$ cat config.mk
export PLATFORM = sky130hd
export DESIGN_NAME = ex_mem_stage_flat
export DESIGN_NICKNAME = d
export VERILOG_FILES = /design/src/rtl/ex_mem_stage_if.sv /design/src/rtl/ex_mem_stage.sv /design/src/flat_wrapper.sv
export SDC_FILE = /design/constraint.sdc
export NUM_CORES = 1
export LEC_CHECK = 0
export CAP_MARGIN = 15
export CORE_MARGIN = 8
export CORE_UTILIZATION = 45
export DETAILED_ROUTE_END_ITERATION = 7
export PLACE_DENSITY = 0.79
export SETUP_SLACK_MARGIN = 0.3
export SLEW_MARGIN = 20
export SYNTH_ARGS = -nofsm -noshare
export SYNTH_HDL_FRONTEND = slang
export SYNTH_SLANG_ARGS = --single-unit
$ cat constraint.sdc
create_clock -name clk -period 14.8 [get_ports clk]
set_clock_uncertainty 0.2 [all_clocks]
set_input_delay 2.96 -clock clk [delete_from_list [all_inputs] [get_ports clk]]
set_output_delay 2.96 -clock clk [all_outputs]
set_load 0.02 [all_outputs]
$ cat src/rtl/ex_mem_stage_if.sv
// ex_mem_stage_if
//   Bundles the EX-side input handshake, the MEM-side output handshake and
//   the overflow-trap outputs of the EX->MEM pipeline stage.
//   slave  : view used by ex_mem_stage (consumes EX inputs, drives MEM outputs)
//   master : view used by the surrounding logic / testbench
// Ports (all signals):
//   in_valid/in_ready, Result, Overflow, zero_flag, Mode, store_data, wr_reg,
//   pc_plus4, RegWrite, MemRead, MemWrite, MemtoReg, Branch, flush,
//   out_valid/out_ready, out_result, out_store_data, out_pc_plus4, out_wr_reg,
//   out_zero, out_RegWrite, out_MemRead, out_MemWrite, out_MemtoReg,
//   out_Branch, ovf_trap, ovf_epc
interface ex_mem_stage_if;
  logic        in_valid;
  logic        in_ready;
  logic [31:0] Result;
  logic [1:0]  Overflow;
  logic        zero_flag;
  logic [1:0]  Mode;
  logic [31:0] store_data;
  logic [4:0]  wr_reg;
  logic [31:0] pc_plus4;
  logic        RegWrite;
  logic        MemRead;
  logic        MemWrite;
  logic        MemtoReg;
  logic        Branch;
  logic        flush;

  logic        out_valid;
  logic        out_ready;
  logic [31:0] out_result;
  logic [31:0] out_store_data;
  logic [31:0] out_pc_plus4;
  logic [4:0]  out_wr_reg;
  logic        out_zero;
  logic        out_RegWrite;
  logic        out_MemRead;
  logic        out_MemWrite;
  logic        out_MemtoReg;
  logic        out_Branch;

  logic        ovf_trap;
  logic [31:0] ovf_epc;

  modport slave (
    input  in_valid, Result, Overflow, zero_flag, Mode, store_data, wr_reg,
           pc_plus4, RegWrite, MemRead, MemWrite, MemtoReg, Branch, flush,
           out_ready,
    output in_ready, out_valid, out_result, out_store_data, out_pc_plus4,
           out_wr_reg, out_zero, out_RegWrite, out_MemRead, out_MemWrite,
           out_MemtoReg, out_Branch, ovf_trap, ovf_epc
  );

  modport master (
    output in_valid, Result, Overflow, zero_flag, Mode, store_data, wr_reg,
           pc_plus4, RegWrite, MemRead, MemWrite, MemtoReg, Branch, flush,
           out_ready,
    input  in_ready, out_valid, out_result, out_store_data, out_pc_plus4,
           out_wr_reg, out_zero, out_RegWrite, out_MemRead, out_MemWrite,
           out_MemtoReg, out_Branch, ovf_trap, ovf_epc
  );
endinterface

$ cat src/rtl/ex_mem_stage.sv
// ex_mem_stage
//   EX->MEM pipeline register built as a 2-entry skid FIFO. Captures the ALU
//   result/flags with the memory and writeback controls and lets the MEM
//   stage stall without losing a result.
// Ports:
//   clk  - clock, rising edge
//   rst  - synchronous reset, active high
//   bus  - ex_mem_stage_if.slave (EX input handshake, MEM output handshake,
//          ovf_trap / ovf_epc)
// Build option:
//   EX_MEM_OVF_TRAP_EN - when defined, a pushed instruction with signed
//   overflow has RegWrite/MemRead/MemWrite cleared, pulses ovf_trap and
//   records its PC in ovf_epc. When undefined, Overflow is ignored and the
//   trap outputs are tied to zero.
module ex_mem_stage (
  input logic           clk,
  input logic           rst,
  ex_mem_stage_if.slave bus
);

  typedef struct packed {
    logic [31:0] result;
    logic [31:0] store_data;
    logic [31:0] pc_plus4;
    logic [4:0]  wr_reg;
    logic        zero;
    logic        reg_write;
    logic        mem_read;
    logic        mem_write;
    logic        mem_to_reg;
    logic        branch;
  } entry_t;

  entry_t     r_mem [2];
  logic       r_wr_ptr;
  logic       r_rd_ptr;
  logic [1:0] r_count;
  // Output holding register: keeps the last head visible when the FIFO
  // drains, which the storage array alone cannot do once rd_ptr moves on.
  entry_t     r_head;

  logic       w_in_ready;
  logic       w_out_valid;
  logic       w_push;
  logic       w_pop;
  logic       w_ovf;
  entry_t     w_entry;
  logic [1:0] w_count_next;
  logic       w_wr_next;
  logic       w_rd_next;
  entry_t     w_head_next;

  // in_ready depends on occupancy only, so there is no out_ready->in_ready path.
  assign w_in_ready  = (r_count < 2'd2);
  assign w_out_valid = (r_count != 2'd0);
  assign w_push      = bus.in_valid && w_in_ready && !bus.flush;
  assign w_pop       = w_out_valid && bus.out_ready && !bus.flush;

`ifdef EX_MEM_OVF_TRAP_EN
  // Only signed-mode overflow traps.
  assign w_ovf = bus.Overflow[0] && (bus.Mode == 2'd1);
  logic w_unused_ovf_hi;
  assign w_unused_ovf_hi = bus.Overflow[1];
`else
  assign w_ovf = 1'b0;
  logic w_unused_ovf_in;
  assign w_unused_ovf_in = ^{bus.Overflow, bus.Mode};
`endif

  always_comb begin
    w_entry.result     = bus.Result;
    w_entry.store_data = bus.store_data;
    w_entry.pc_plus4   = bus.pc_plus4;
    w_entry.wr_reg     = bus.wr_reg;
    w_entry.zero       = bus.zero_flag;
    w_entry.reg_write  = bus.RegWrite;
    w_entry.mem_read   = bus.MemRead;
    w_entry.mem_write  = bus.MemWrite;
    w_entry.mem_to_reg = bus.MemtoReg;
    w_entry.branch     = bus.Branch;
    // The faulting instruction still flows down the pipe, but with its
    // architectural side effects removed.
    if (w_ovf) begin
      w_entry.reg_write = 1'b0;
      w_entry.mem_read  = 1'b0;
      w_entry.mem_write = 1'b0;
    end
  end

  always_comb begin
    w_count_next = r_count;
    w_wr_next    = r_wr_ptr;
    w_rd_next    = r_rd_ptr;
    w_head_next  = r_head;
    if (bus.flush) begin
      w_count_next = 2'd0;
      w_wr_next    = 1'b0;
      w_rd_next    = 1'b0;
    end else begin
      w_count_next = r_count + {1'b0, w_push} - {1'b0, w_pop};
      w_wr_next    = r_wr_ptr ^ w_push;
      w_rd_next    = r_rd_ptr ^ w_pop;
      // Next head is either the entry being written into the head slot this
      // cycle (push into empty, or push+pop at count 1) or already stored.
      if (w_count_next != 2'd0) begin
        if (w_push && (r_wr_ptr == w_rd_next)) begin
          w_head_next = w_entry;
        end else begin
          w_head_next = r_mem[w_rd_next];
        end
      end
    end
  end

  always_ff @(posedge clk) begin
    if (rst) begin
      r_mem[0] <= '0;
      r_mem[1] <= '0;
      r_wr_ptr <= 1'b0;
      r_rd_ptr <= 1'b0;
      r_count  <= 2'd0;
      r_head   <= '0;
    end else begin
      if (w_push) begin
        r_mem[r_wr_ptr] <= w_entry;
      end
      r_wr_ptr <= w_wr_next;
      r_rd_ptr <= w_rd_next;
      r_count  <= w_count_next;
      r_head   <= w_head_next;
    end
  end

`ifdef EX_MEM_OVF_TRAP_EN
  logic        r_ovf_trap;
  logic [31:0] r_ovf_epc;

  always_ff @(posedge clk) begin
    if (rst) begin
      r_ovf_trap <= 1'b0;
      r_ovf_epc  <= 32'd0;
    end else begin
      r_ovf_trap <= w_push && w_ovf;
      // Sticky: only overwritten by the next trapping push, never by flush.
      if (w_push && w_ovf) begin
        r_ovf_epc <= bus.pc_plus4 - 32'd4;
      end
    end
  end

  assign bus.ovf_trap = r_ovf_trap;
  assign bus.ovf_epc  = r_ovf_epc;
`else
  assign bus.ovf_trap = 1'b0;
  assign bus.ovf_epc  = 32'd0;
`endif

  assign bus.in_ready       = w_in_ready;
  assign bus.out_valid      = w_out_valid;
  assign bus.out_result     = r_head.result;
  assign bus.out_store_data = r_head.store_data;
  assign bus.out_pc_plus4   = r_head.pc_plus4;
  assign bus.out_wr_reg     = r_head.wr_reg;
  assign bus.out_zero       = r_head.zero;
  assign bus.out_RegWrite   = r_head.reg_write;
  assign bus.out_MemRead    = r_head.mem_read;
  assign bus.out_MemWrite   = r_head.mem_write;
  assign bus.out_MemtoReg   = r_head.mem_to_reg;
  assign bus.out_Branch     = r_head.branch;

endmodule
$ cat src/flat_wrapper.sv
// flat-port wrapper written by rule: the top's interface ports become plain ports
module ex_mem_stage_flat 
  (clk, rst, bus_in_valid, bus_Result, bus_Overflow, bus_zero_flag, bus_Mode, bus_store_data, bus_wr_reg, bus_pc_plus4, bus_RegWrite, bus_MemRead, bus_MemWrite, bus_MemtoReg, bus_Branch, bus_flush, bus_out_ready, bus_in_ready, bus_out_valid, bus_out_result, bus_out_store_data, bus_out_pc_plus4, bus_out_wr_reg, bus_out_zero, bus_out_RegWrite, bus_out_MemRead, bus_out_MemWrite, bus_out_MemtoReg, bus_out_Branch, bus_ovf_trap, bus_ovf_epc);
  ex_mem_stage_if bus_i ();
  input logic clk;
  input logic rst;
  input wire logic [$bits(bus_i.in_valid)-1:0] bus_in_valid;
  input wire logic [$bits(bus_i.Result)-1:0] bus_Result;
  input wire logic [$bits(bus_i.Overflow)-1:0] bus_Overflow;
  input wire logic [$bits(bus_i.zero_flag)-1:0] bus_zero_flag;
  input wire logic [$bits(bus_i.Mode)-1:0] bus_Mode;
  input wire logic [$bits(bus_i.store_data)-1:0] bus_store_data;
  input wire logic [$bits(bus_i.wr_reg)-1:0] bus_wr_reg;
  input wire logic [$bits(bus_i.pc_plus4)-1:0] bus_pc_plus4;
  input wire logic [$bits(bus_i.RegWrite)-1:0] bus_RegWrite;
  input wire logic [$bits(bus_i.MemRead)-1:0] bus_MemRead;
  input wire logic [$bits(bus_i.MemWrite)-1:0] bus_MemWrite;
  input wire logic [$bits(bus_i.MemtoReg)-1:0] bus_MemtoReg;
  input wire logic [$bits(bus_i.Branch)-1:0] bus_Branch;
  input wire logic [$bits(bus_i.flush)-1:0] bus_flush;
  input wire logic [$bits(bus_i.out_ready)-1:0] bus_out_ready;
  output wire logic [$bits(bus_i.in_ready)-1:0] bus_in_ready;
  output wire logic [$bits(bus_i.out_valid)-1:0] bus_out_valid;
  output wire logic [$bits(bus_i.out_result)-1:0] bus_out_result;
  output wire logic [$bits(bus_i.out_store_data)-1:0] bus_out_store_data;
  output wire logic [$bits(bus_i.out_pc_plus4)-1:0] bus_out_pc_plus4;
  output wire logic [$bits(bus_i.out_wr_reg)-1:0] bus_out_wr_reg;
  output wire logic [$bits(bus_i.out_zero)-1:0] bus_out_zero;
  output wire logic [$bits(bus_i.out_RegWrite)-1:0] bus_out_RegWrite;
  output wire logic [$bits(bus_i.out_MemRead)-1:0] bus_out_MemRead;
  output wire logic [$bits(bus_i.out_MemWrite)-1:0] bus_out_MemWrite;
  output wire logic [$bits(bus_i.out_MemtoReg)-1:0] bus_out_MemtoReg;
  output wire logic [$bits(bus_i.out_Branch)-1:0] bus_out_Branch;
  output wire logic [$bits(bus_i.ovf_trap)-1:0] bus_ovf_trap;
  output wire logic [$bits(bus_i.ovf_epc)-1:0] bus_ovf_epc;
  assign bus_i.in_valid = bus_in_valid;
  assign bus_i.Result = bus_Result;
  assign bus_i.Overflow = bus_Overflow;
  assign bus_i.zero_flag = bus_zero_flag;
  assign bus_i.Mode = bus_Mode;
  assign bus_i.store_data = bus_store_data;
  assign bus_i.wr_reg = bus_wr_reg;
  assign bus_i.pc_plus4 = bus_pc_plus4;
  assign bus_i.RegWrite = bus_RegWrite;
  assign bus_i.MemRead = bus_MemRead;
  assign bus_i.MemWrite = bus_MemWrite;
  assign bus_i.MemtoReg = bus_MemtoReg;
  assign bus_i.Branch = bus_Branch;
  assign bus_i.flush = bus_flush;
  assign bus_i.out_ready = bus_out_ready;
  assign bus_in_ready = bus_i.in_ready;
  assign bus_out_valid = bus_i.out_valid;
  assign bus_out_result = bus_i.out_result;
  assign bus_out_store_data = bus_i.out_store_data;
  assign bus_out_pc_plus4 = bus_i.out_pc_plus4;
  assign bus_out_wr_reg = bus_i.out_wr_reg;
  assign bus_out_zero = bus_i.out_zero;
  assign bus_out_RegWrite = bus_i.out_RegWrite;
  assign bus_out_MemRead = bus_i.out_MemRead;
  assign bus_out_MemWrite = bus_i.out_MemWrite;
  assign bus_out_MemtoReg = bus_i.out_MemtoReg;
  assign bus_out_Branch = bus_i.out_Branch;
  assign bus_ovf_trap = bus_i.ovf_trap;
  assign bus_ovf_epc = bus_i.ovf_epc;
  ex_mem_stage u_core (.clk(clk), .rst(rst), .bus(bus_i));
endmodule
==> results.sh, run 1 <==
export IMPL_worstSetupStartpointType="input port"
export IMPL_synthDistinctLibCells=27
export IMPL_status="finished, final reports clean"
export IMPL_holdBufCountCts=0
export IMPL_final_cells=1622
export IMPL_yosysTopAreaCell="edfxtp_1"
export IMPL_cp_slowest_cell="buf_4"
export IMPL_mostFrequentLayoutCells="clkdlybuf4s50_1 (220), edfxtp_1 (214), dfxtp_1 (110)"
export IMPL_path_buf_inv=4
export IMPL_cts_clk_slew_worst_paths_ps=60
export IMPL_setup_tns_ps=0
export IMPL_netlist_area_sq_um=13500
export IMPL_p_per_area_nw_per_um2=126
export IMPL_path_cells="clkdlybuf4s50_1 > nand2b_1 > nor2_1 > ha_1 > inv_1 > ha_1 > xor2_1 > nor2_1 > a211oi_4 > buf_4 > buf_4 > a22oi_1 > o31ai_1"
export IMPL_clock_latency_ps=490
export IMPL_synth_seq_area_share=0.639
export IMPL_min_period_ps=6670
export IMPL_worst_slew_pin_slew_ps=1080
export IMPL_critical_path_max_stage_delay_ps=740
export IMPL_vias_per_cell=5.69
export IMPL_wire_per_inst_um=21.7
export IMPL_globalplace_congestion=0.757
export IMPL_total_power_mw=2.15
export IMPL_cts_buffer_depth=3
export IMPL_min_path_type="flop to flop"
export IMPL_crit_required_ps=15000
export IMPL_relSlewSlack=0.283
export IMPL_fin_util=0.577
export IMPL_multi_input_area_sq_um=4440
export IMPL_cts_tree="yes"
export IMPL_start_util=0.457
export IMPL_fin_crit_sh=0.450
export IMPL_dieWidth_um=189
export IMPL_hp_start="u_core.bus.out_result[25]$_SDFFE_PP0P_"
export IMPL_cts_setup_buffers=0
export IMPL_cts_sinks=325
export IMPL_end_kind="flop"
export IMPL_placed_cells=1557
export IMPL_drt_iter0_drc=771
export IMPL_wl_um=35200
export IMPL_p_seq_frac=0.485
export IMPL_placementRows=63
export IMPL_syn_inst=1022
export IMPL_maxCapViolCount=0
export IMPL_cp_arrival_ps=6870
export IMPL_finalSetupViolCount=0
export IMPL_numCtsBuffers=35
export IMPL_track_usage=0.189
export IMPL_clock_root_buffer="clkbuf_16"
export IMPL_largest_reg_flops=214
export IMPL_crit_type="input port to flop"
export IMPL_mostFrequentLayoutCell="clkdlybuf4s50_1"
export IMPL_grt_max_degree=71
export IMPL_coreArea_sq_um=29600
export IMPL_firstDrtPassIters=5
export IMPL_p_int_mw=1.66
export IMPL_num_fill_cells=2389
export IMPL_finalHoldViolations=0
export IMPL_dieHeight_um=189
export IMPL_cp_startpoint="bus_flush"
export IMPL_grt_pass1_vias=9794
export IMPL_cts_max_level=2
export IMPL_port_buffers=220
export IMPL_die_area_sq_um=35900
export IMPL_seq_area_sq_um=8650
export IMPL_yosysWarningCount=0
export IMPL_vdd_ir_drop_max_mv=0.0800
export IMPL_cts_resized=0
export IMPL_clockPowerShare=0.409
export IMPL_vias=9235
export IMPL_synth_area_top_cells="edfxtp_1 (47%), dfxtp_1 (16%), mux2i_1 (7.9%)"
export IMPL_dp_hpwl_um=20600
export IMPL_rsz0062_at_grt="false"
export IMPL_overflow=0
export IMPL_ff2ff_setup_slack_ps=10810
export IMPL_nNetsFinal=1322
export IMPL_setup_ws_ps=8130
export IMPL_area_growth_pct=26.4
export IMPL_regToRegStartpoint="u_core.r_wr_ptr$_SDFF_PP0_"
export IMPL_drc=0
export IMPL_swShare=0.230
export IMPL_grt_antenna_before_repair=3
export IMPL_switchingPower_mw=0.494
export IMPL_synth_top_area_frac=0.475
export IMPL_regMostFlops="u_core.r_mem"
export IMPL_ios=258
export IMPL_dp_slack_ps=7640
export IMPL_timing_final_max_slew_violations=0
export IMPL_p_comb_frac=0.106
export IMPL_ant_nets=0
export IMPL_cp_max_fo=63
export IMPL_fmax_ghz=0.150
export IMPL_cp_top_family="buffers and inverters"
export IMPL_syn_mean_instance_area_sq_um=13.3
export IMPL_drive_above_1_share=0.0618
export IMPL_ys_seq_elements=325
export IMPL_power_leakage_nw=7.13
export IMPL_grt_pass1_wl_um=54300
==> per-layer routing <==
layer / global-route usage / vias up / share of wire
met5: 0 / - / 0.00037
met4: 0.0716 / 2 / 0.024
met3: 0.0419 / 68 / 0.066
met2: 0.313 / 334 / 0.49
met1: 0.237 / 4630 / 0.42
li1: - / 4201 / -
==> cell usage after synthesis <==
master      n
a21oi_2     1
nand3_1     1
o31ai_1   108
or3_1       1
a211oi_4    1
conb_1      1
xnor3_1     1
xor2_1      1
nor3_1      4
buf_4      35
inv_1       6
ha_1        2
xnor2_2     1
nand2_1     4
a21oi_1     1
clkbuf_1   65
nor2_1      6
a22oi_1   107
mux2i_1   107
and2_1    108
nand2b_1    2
dfxtp_1   111
and3_1    107
xnor2_1     2
edfxtp_1  214
o21ai_0     1
buf_2      24
==> worst register-to-register path: stages (launching register included) <==
cell     delay, ps
dfxtp_4        520
buf_4          410
o31ai_4       1060
buf_4          720
buf_4          670
==> cell type report <==
class | count | area share
well taps | 390 | 0.0285
inverters | 6 | 0.00132
diodes | 2 | 0.000292
flip-flops and latches | 325 | 0.506
clock buffers | 50 | 0.0587
clock inverters | 13 | 0.00958
multi-input cells | 599 | 0.259
repair buffers | 237 | 0.137
==> final timing paths <==
| kind | to | cells after the start |
|---|---|---|
| max | u_core.bus.out_store_data[26]$_SDFFE_PP0P_ | 13 |
| min | u_core.bus.out_result[25]$_SDFFE_PP0P_ | 2 |
| max reg2reg | u_core.r_mem[0][92]$_SDFFCE_PN0P_ | 4 |
| min reg2reg | u_core.bus.out_result[25]$_SDFFE_PP0P_ | 2 |
==> stage by stage <==
stage | area (sq um) | hold slack (ps)
6_report | 17100 | 273
5_1_grt | 17100 | 312
3_5_place_dp | 15900 | 262
3_3_place_gp | 15900 | 260
4_1_cts | 17100 | 279
2_1_floorplan | 13700 | 345
==> cells by family (layout without fill, tap and decap cells) <==
logic type      count (synthesis)  count (layout)  synth area share
xor+xnor                        5               5           0.00481
flops                         325             325             0.639
compound gates                219             219             0.122
simple gates                  233             233             0.105
buf+inv                       130             306            0.0480
other cells                     1              35          0.000277
mux                           107             107            0.0791
fa+ha+maj                       2               2           0.00185
==> power by group through the flow <==
stage	logic (mW)	clock network, mW	registers [mW]
floorplan	0.0964	0	1.09
global placement	0.225	0	1.06
detailed placement	0.229	0	1.06
CTS	0.230	0.896	1.04
global route	0.244	0.934	1.05
finish	0.228	0.881	1.04
Power figures use the tool's default switching activity.
==> run 2, diff against run 1 <==
--- a/config.mk
+++ b/config.mk
@@ -9,7 +9,7 @@
 export CORE_MARGIN = 8
 export CORE_UTILIZATION = 45
 export DETAILED_ROUTE_END_ITERATION = 7
-export PLACE_DENSITY = 0.79
+export PLACE_DENSITY = 0.81
 export SETUP_SLACK_MARGIN = 0.3
 export SLEW_MARGIN = 20
 export SYNTH_ARGS = -nofsm -noshare
==> constraint.sdc (replaced) <==
create_clock -name clk -period 6.1 [get_ports clk]
set_clock_uncertainty 0.2 [all_clocks]
set_input_delay 1.22 -clock clk [delete_from_list [all_inputs] [get_ports clk]]
set_output_delay 1.22 -clock clk [all_outputs]
set_load 0.02 [all_outputs]
==> run 2 against run 1 <==
Against the previous run:
- utilization up 0.25 points
- die area unchanged
- sequential power up 140%
- non-clock buffer count unchanged
- register-to-register slack worse by 8000 ps
- first-iteration DRC count down 15%
- critical endpoint is now u_core.bus.out_store_data[29]$_SDFFE_PP0P_
- clock-buffer cell count down 5
- critical path depth down 1
- clock power up 140%
- highest routed layer is now met4
==> results.sh, run 2 (synthesis results as in run 1) <==
export IMPL_status="finished, final reports clean"
export IMPL_track_usage=0.190
export IMPL_vias_per_cell=5.69
export IMPL_timing_final_max_slew_violations=0
export IMPL_grt_pass1_wl_um=54700
export IMPL_cts_clk_slew_worst_paths_ps=60
export IMPL_ff2ff_setup_slack_ps=2850
export IMPL_grt_pass1_vias=9885
export IMPL_p_seq_frac=0.483
export IMPL_worst_slew_pin_slew_ps=1170
export IMPL_area_growth_pct=26.9
export IMPL_mostFrequentLayoutCells="clkdlybuf4s50_1 (220), edfxtp_1 (214), dfxtp_1 (110)"
export IMPL_r2r_cells=11
export IMPL_swShare=0.232
export IMPL_hp_start="u_core.bus.out_pc_plus4[25]$_SDFFE_PP0P_"
export IMPL_dp_hpwl_um=20400
export IMPL_crit_required_ps=6300
export IMPL_finalHoldViolations=0
export IMPL_start_util=0.457
export IMPL_cp_slowest_cell="a21oi_4"
export IMPL_critical_path_max_stage_delay_ps=650
export IMPL_fmax_ghz=0.229
export IMPL_grt_max_degree=111
export IMPL_coreArea_sq_um=29600
export IMPL_clock_root_buffer="clkbuf_16"
export IMPL_die_area_sq_um=35900
export IMPL_worstReg2RegEnd="u_core.bus.out_store_data[29]$_SDFFE_PP0P_"
export IMPL_placementRows=63
export IMPL_placed_cells=1557
export IMPL_regMostFlops="u_core.r_mem"
export IMPL_ios=258
export IMPL_nNetsFinal=1321
export IMPL_dieWidth_um=189
export IMPL_worstSetupStartpointType="input port"
export IMPL_fin_area_sq_um=17200
export IMPL_drc=0
export IMPL_switchingPower_mw=1.21
export IMPL_clock_latency_ps=500
export IMPL_cts_resized=0
export IMPL_cts_setup_buffers=0
export IMPL_placed_area_sq_um=16000
export IMPL_relSlewSlack=0.219
export IMPL_maxCapViolCount=0
export IMPL_cts_buffer_depth=3
export IMPL_numCtsBuffers=34
export IMPL_drt_iter0_drc=654
export IMPL_ant_nets=0
export IMPL_end_kind="flop"
export IMPL_holdBufCountCts=0
export IMPL_crit_type="input port to flop"
export IMPL_cts_max_level=2
export IMPL_final_cells=1618
export IMPL_fin_util=0.580
export IMPL_power_leakage_nw=7.16
export IMPL_wire_per_inst_um=21.8
export IMPL_cts_tree="yes"
export IMPL_p_int_mw=4.02
export IMPL_wl_um=35200
export IMPL_holdPathStages=2
export IMPL_mostFrequentLayoutCell="clkdlybuf4s50_1"
export IMPL_finalSetupViolCount=0
export IMPL_grt_antenna_before_repair=1
export IMPL_min_period_ps=4370
export IMPL_p_comb_frac=0.108
export IMPL_cp_max_fo=51
export IMPL_num_fill_cells=2428
export IMPL_dieHeight_um=189
export IMPL_p_per_area_nw_per_um2=305
export IMPL_cts_sinks=325
export IMPL_min_path_type="flop to flop"
export IMPL_regToRegStartpoint="u_core.r_count[1]$_SDFF_PP0_"
export IMPL_cp_arrival_ps=4570
export IMPL_clockPowerShare=0.409
export IMPL_hold_path_end="u_core.bus.out_pc_plus4[25]$_SDFFE_PP0P_"
export IMPL_fin_crit_sh=0.716
export IMPL_path_cells="clkdlybuf4s50_1 > nand2b_1 > nor2_1 > ha_1 > inv_1 > ha_1 > xnor3_1 > nand2b_1 > a21oi_4 > buf_12 > a22oi_1 > o31ai_1"
export IMPL_setup_tns_ps=0
export IMPL_rsz0062_at_grt="false"
export IMPL_vias=9213
export IMPL_largest_reg_flops=214
export IMPL_vdd_ir_drop_max_mv=0.172
export IMPL_globalplace_congestion=0.758
export IMPL_drive_above_1_share=0.0668
export IMPL_firstDrtPassIters=5
export IMPL_port_buffers=220
export IMPL_whs_ps=276
export IMPL_overflow=0
-- run 2: stage by stage --
step | setup WS (ps) | total power, mW
5_1_grt | 1500 | 5.41
6_report | 1730 | 5.24
3_3_place_gp | 1350 | 3.12
2_1_floorplan | 944 | 2.87
3_5_place_dp | 1210 | 3.14
4_1_cts | 1720 | 5.28
-- run 2: layer usage --
metal	track usage	share of wire
met5	0	0
met4	0.0592	0.020
met3	0.0397	0.072
met2	0.329	0.49
met1	0.234	0.41
-- run 2: power groups by stage --
stage	Sequential, mW	Combinational (mW)	Clock [mW]
after floorplan	2.63	0.235	0
after global placement	2.57	0.557	0
after detailed placement	2.57	0.568	0
after CTS	2.53	0.571	2.18
after global routing	2.54	0.605	2.27
final	2.53	0.567	2.14
-- run 2: worst max-delay path by stage --
stage | startpoint | end | slack [ps]
after floorplan | rst | u_core.r_mem[1][0]$_SDFFCE_PN0P_ | 940
after global placement | bus_flush | u_core.bus.out_store_data[20]$_SDFFE_PP0P_ | 1350
after detailed placement | bus_flush | u_core.bus.out_store_data[29]$_SDFFE_PP0P_ | 1210
after CTS | bus_flush | u_core.bus.out_store_data[29]$_SDFFE_PP0P_ | 1720
after global routing | bus_flush | u_core.bus.out_store_data[24]$_SDFFE_PP0P_ | 1500
final | bus_flush | u_core.bus.out_store_data[29]$_SDFFE_PP0P_ | 1730
-- run 2: cell type report --
class | count | area [sq um] | area share
repair buffers | 237 | 2420 | 0.141
clock inverters | 15 | 183 | 0.0106
multi-input cells | 599 | 4440 | 0.258
well taps | 390 | 488 | 0.0284
flip-flops and latches | 325 | 8650 | 0.503
clock buffers | 45 | 986 | 0.0574
diodes | 1 | 2.50 | 0.000146
inverters | 6 | 22.5 | 0.00131
-- run 2: critical path: cells and delay by family --
| kind | cells | cell delay [ps] |
|---|---|---|
| AOI/OAI and AO/OA | 3 | 890 |
| xor gates and xnor gates | 1 | 180 |
| adders and majority gates | 2 | 490 |
| buffers and inverters | 3 | 980 |
| and+or+nand+nor | 3 | 740 |
==> run 3, diff against run 2 <==
==> constraint.sdc (replaced) <==
create_clock -name clk -period 3.95 [get_ports clk]
set_clock_uncertainty 0.2 [all_clocks]
set_input_delay 0.79 -clock clk [delete_from_list [all_inputs] [get_ports clk]]
set_output_delay 0.79 -clock clk [all_outputs]
set_load 0.02 [all_outputs]
==> run 3 against run 2 <==
Against the previous run:
- utilization decreased by 0.10 points
- sequential share of layout area is 0.10 points higher
- first-iteration DRC count rose by 13%
- clock power increased by 39%
- total power up 48%
- critical endpoint is now u_core.bus.out_pc_plus4[3]$_SDFFE_PP0P_
- non-clock buffer count rose by 7
- final cell count rose by 0.49%
- critical path depth down 1
- register-to-register slack worse by 1600 ps
- sequential power increased by 55%
==> results.sh, run 3 (synthesis results as in run 1) <==
export IMPL_worstSetupStartpointType="input port"
export IMPL_die_area_sq_um=35900
export IMPL_grt_antenna_before_repair=1
export IMPL_relSlewSlack=0.270
export IMPL_largest_reg_flops=214
export IMPL_vias_per_cell=5.63
export IMPL_power_leakage_nw=7.14
export IMPL_grt_pass1_vias=9860
export IMPL_regMostFlops="u_core.r_mem"
export IMPL_switchingPower_mw=1.83
export IMPL_maxCapViolCount=0
export IMPL_cp_max_fo=50
export IMPL_fmax_ghz=0.315
export IMPL_grt_pass1_wl_um=54600
export IMPL_end_kind="flop"
export IMPL_multi_input_area_sq_um=4440
export IMPL_finalSetupViolCount=0
export IMPL_grt_use_met3=0.0511
export IMPL_nNetsFinal=1328
export IMPL_fin_util=0.579
export IMPL_overflow=0
export IMPL_start_util=0.457
export IMPL_cts_resized=0
export IMPL_worst_slew_pin_slew_ps=1100
export IMPL_dieWidth_um=189
export IMPL_p_comb_frac=0.112
export IMPL_setup_ws_ps=779
export IMPL_mostFrequentLayoutCells="clkdlybuf4s50_1 (220), edfxtp_1 (214), dfxtp_1 (110)"
export IMPL_track_usage=0.187
export IMPL_mostFrequentLayoutCell="clkdlybuf4s50_1"
export IMPL_cts_max_level=2
export IMPL_port_buffers=220
export IMPL_num_fill_cells=2335
export IMPL_busiest_layer="met2"
export IMPL_timing_final_max_slew_violations=0
export IMPL_cts_buffer_depth=3
export IMPL_grt_max_degree=108
export IMPL_rsz0062_at_grt="false"
export IMPL_wire_per_inst_um=21.3
export IMPL_p_int_mw=5.93
export IMPL_p_per_area_nw_per_um2=453
export IMPL_clock_latency_ps=500
export IMPL_holdBufCountCts=0
export IMPL_finalHoldViolations=0
export IMPL_fin_crit_sh=0.803
export IMPL_grt_use_met1=0.231
export IMPL_status="finished, final reports clean"
export IMPL_swShare=0.236
export IMPL_drt_iter0_drc=737
export IMPL_vias=9147
export IMPL_vdd_ir_drop_max_mv=0.273
export IMPL_crit_type="input port to flop"
export IMPL_min_period_ps=3170
export IMPL_regToRegStartpoint="u_core.r_count[1]$_SDFF_PP0_"
export IMPL_crit_required_ps=4110
export IMPL_drc=0
export IMPL_ios=258
export IMPL_wl_um=34600
export IMPL_cts_setup_buffers=0
export IMPL_dieHeight_um=189
export IMPL_hp_start="u_core.bus.out_pc_plus4[15]$_SDFFE_PP0P_"
export IMPL_dp_hpwl_um=20600
export IMPL_dp_slack_ps=279
export IMPL_ant_nets=0
export IMPL_cp_startpoint="bus_flush"
export IMPL_numCtsBuffers=34
export IMPL_cts_clk_slew_worst_paths_ps=60
export IMPL_area_growth_pct=26.7
export IMPL_coreArea_sq_um=29600
export IMPL_seq_area_sq_um=8650
export IMPL_clockPowerShare=0.384
export IMPL_cts_tree="yes"
export IMPL_clock_root_buffer="clkbuf_16"
export IMPL_min_path_type="flop to flop"
export IMPL_placementRows=63
export IMPL_drive_above_1_share=0.0623
export IMPL_p_seq_frac=0.504
export IMPL_gr_usage_met2=0.314
export IMPL_cts_sinks=325
export IMPL_globalplace_congestion=0.740
export IMPL_cp_arrival_ps=3330
export IMPL_firstDrtPassIters=4
-- run 3: through the flow --
step	cell area [sq um]	TNS, ps	hold WS, ps	power, mW	std cells
after floorplan	13700	-30570	345	4.42	1054
after global placement	16100	0	260	4.83	1564
after detailed placement	16100	0	263	4.86	1564
after CTS	17200	0	281	7.84	1625
after global routing	17200	0	298	8.03	1626
final	17200	0	276	7.76	1626
-- run 3: layer usage --
| layer | wire length, um | up-vias |
|---|---|---|
| met2 | 16700 | 378 |
| li1 | - | 4214 |
| met5 | 0 | - |
| met3 | 3040 | 65 |
| met1 | 14000 | 4490 |
| met4 | 779 | 0 |
-- run 3: final cells by class --
class	instances	share of cell area
sequential	325	0.504
clock inverter	6	0.00168
clock buffer	55	0.0583
inverter	6	0.00131
antenna	1	0.000146
tap	390	0.0284
multi-input combinational	599	0.259
timing repair buffer	244	0.147
-- run 3: path summary, 6_finish.rpt --
check | end | slack, ps | cells past startpoint
setup / recovery | u_core.bus.out_pc_plus4[3]$_SDFFE_PP0P_ | 780 | 11
hold / removal | u_core.bus.out_pc_plus4[15]$_SDFFE_PP0P_ | 280 | 2
setup reg to reg | u_core.bus.out_pc_plus4[3]$_SDFFE_PP0P_ | 1230 | 10
hold reg to reg | u_core.bus.out_pc_plus4[15]$_SDFFE_PP0P_ | 280 | 2
-- run 3: worst max-delay path: stages --
cell and delay [ps]:
clkdlybuf4s50_1 510, nand2b_1 180, nor2_1 80, ha_1 280, inv_1 40, ha_1 210
xnor3_1 240, nand2b_1 150, nand2_4 120, buf_4 500, o31ai_1 170
-- run 3: power by group through the flow --
stage	clock [mW]	combinational [mW]	sequential (mW)
final	2.98	0.873	3.91
after global placement	0	0.859	3.97
after detailed placement	0	0.877	3.98
after CTS	3.05	0.881	3.91
after global routing	3.17	0.934	3.93
after floorplan	0	0.365	4.06
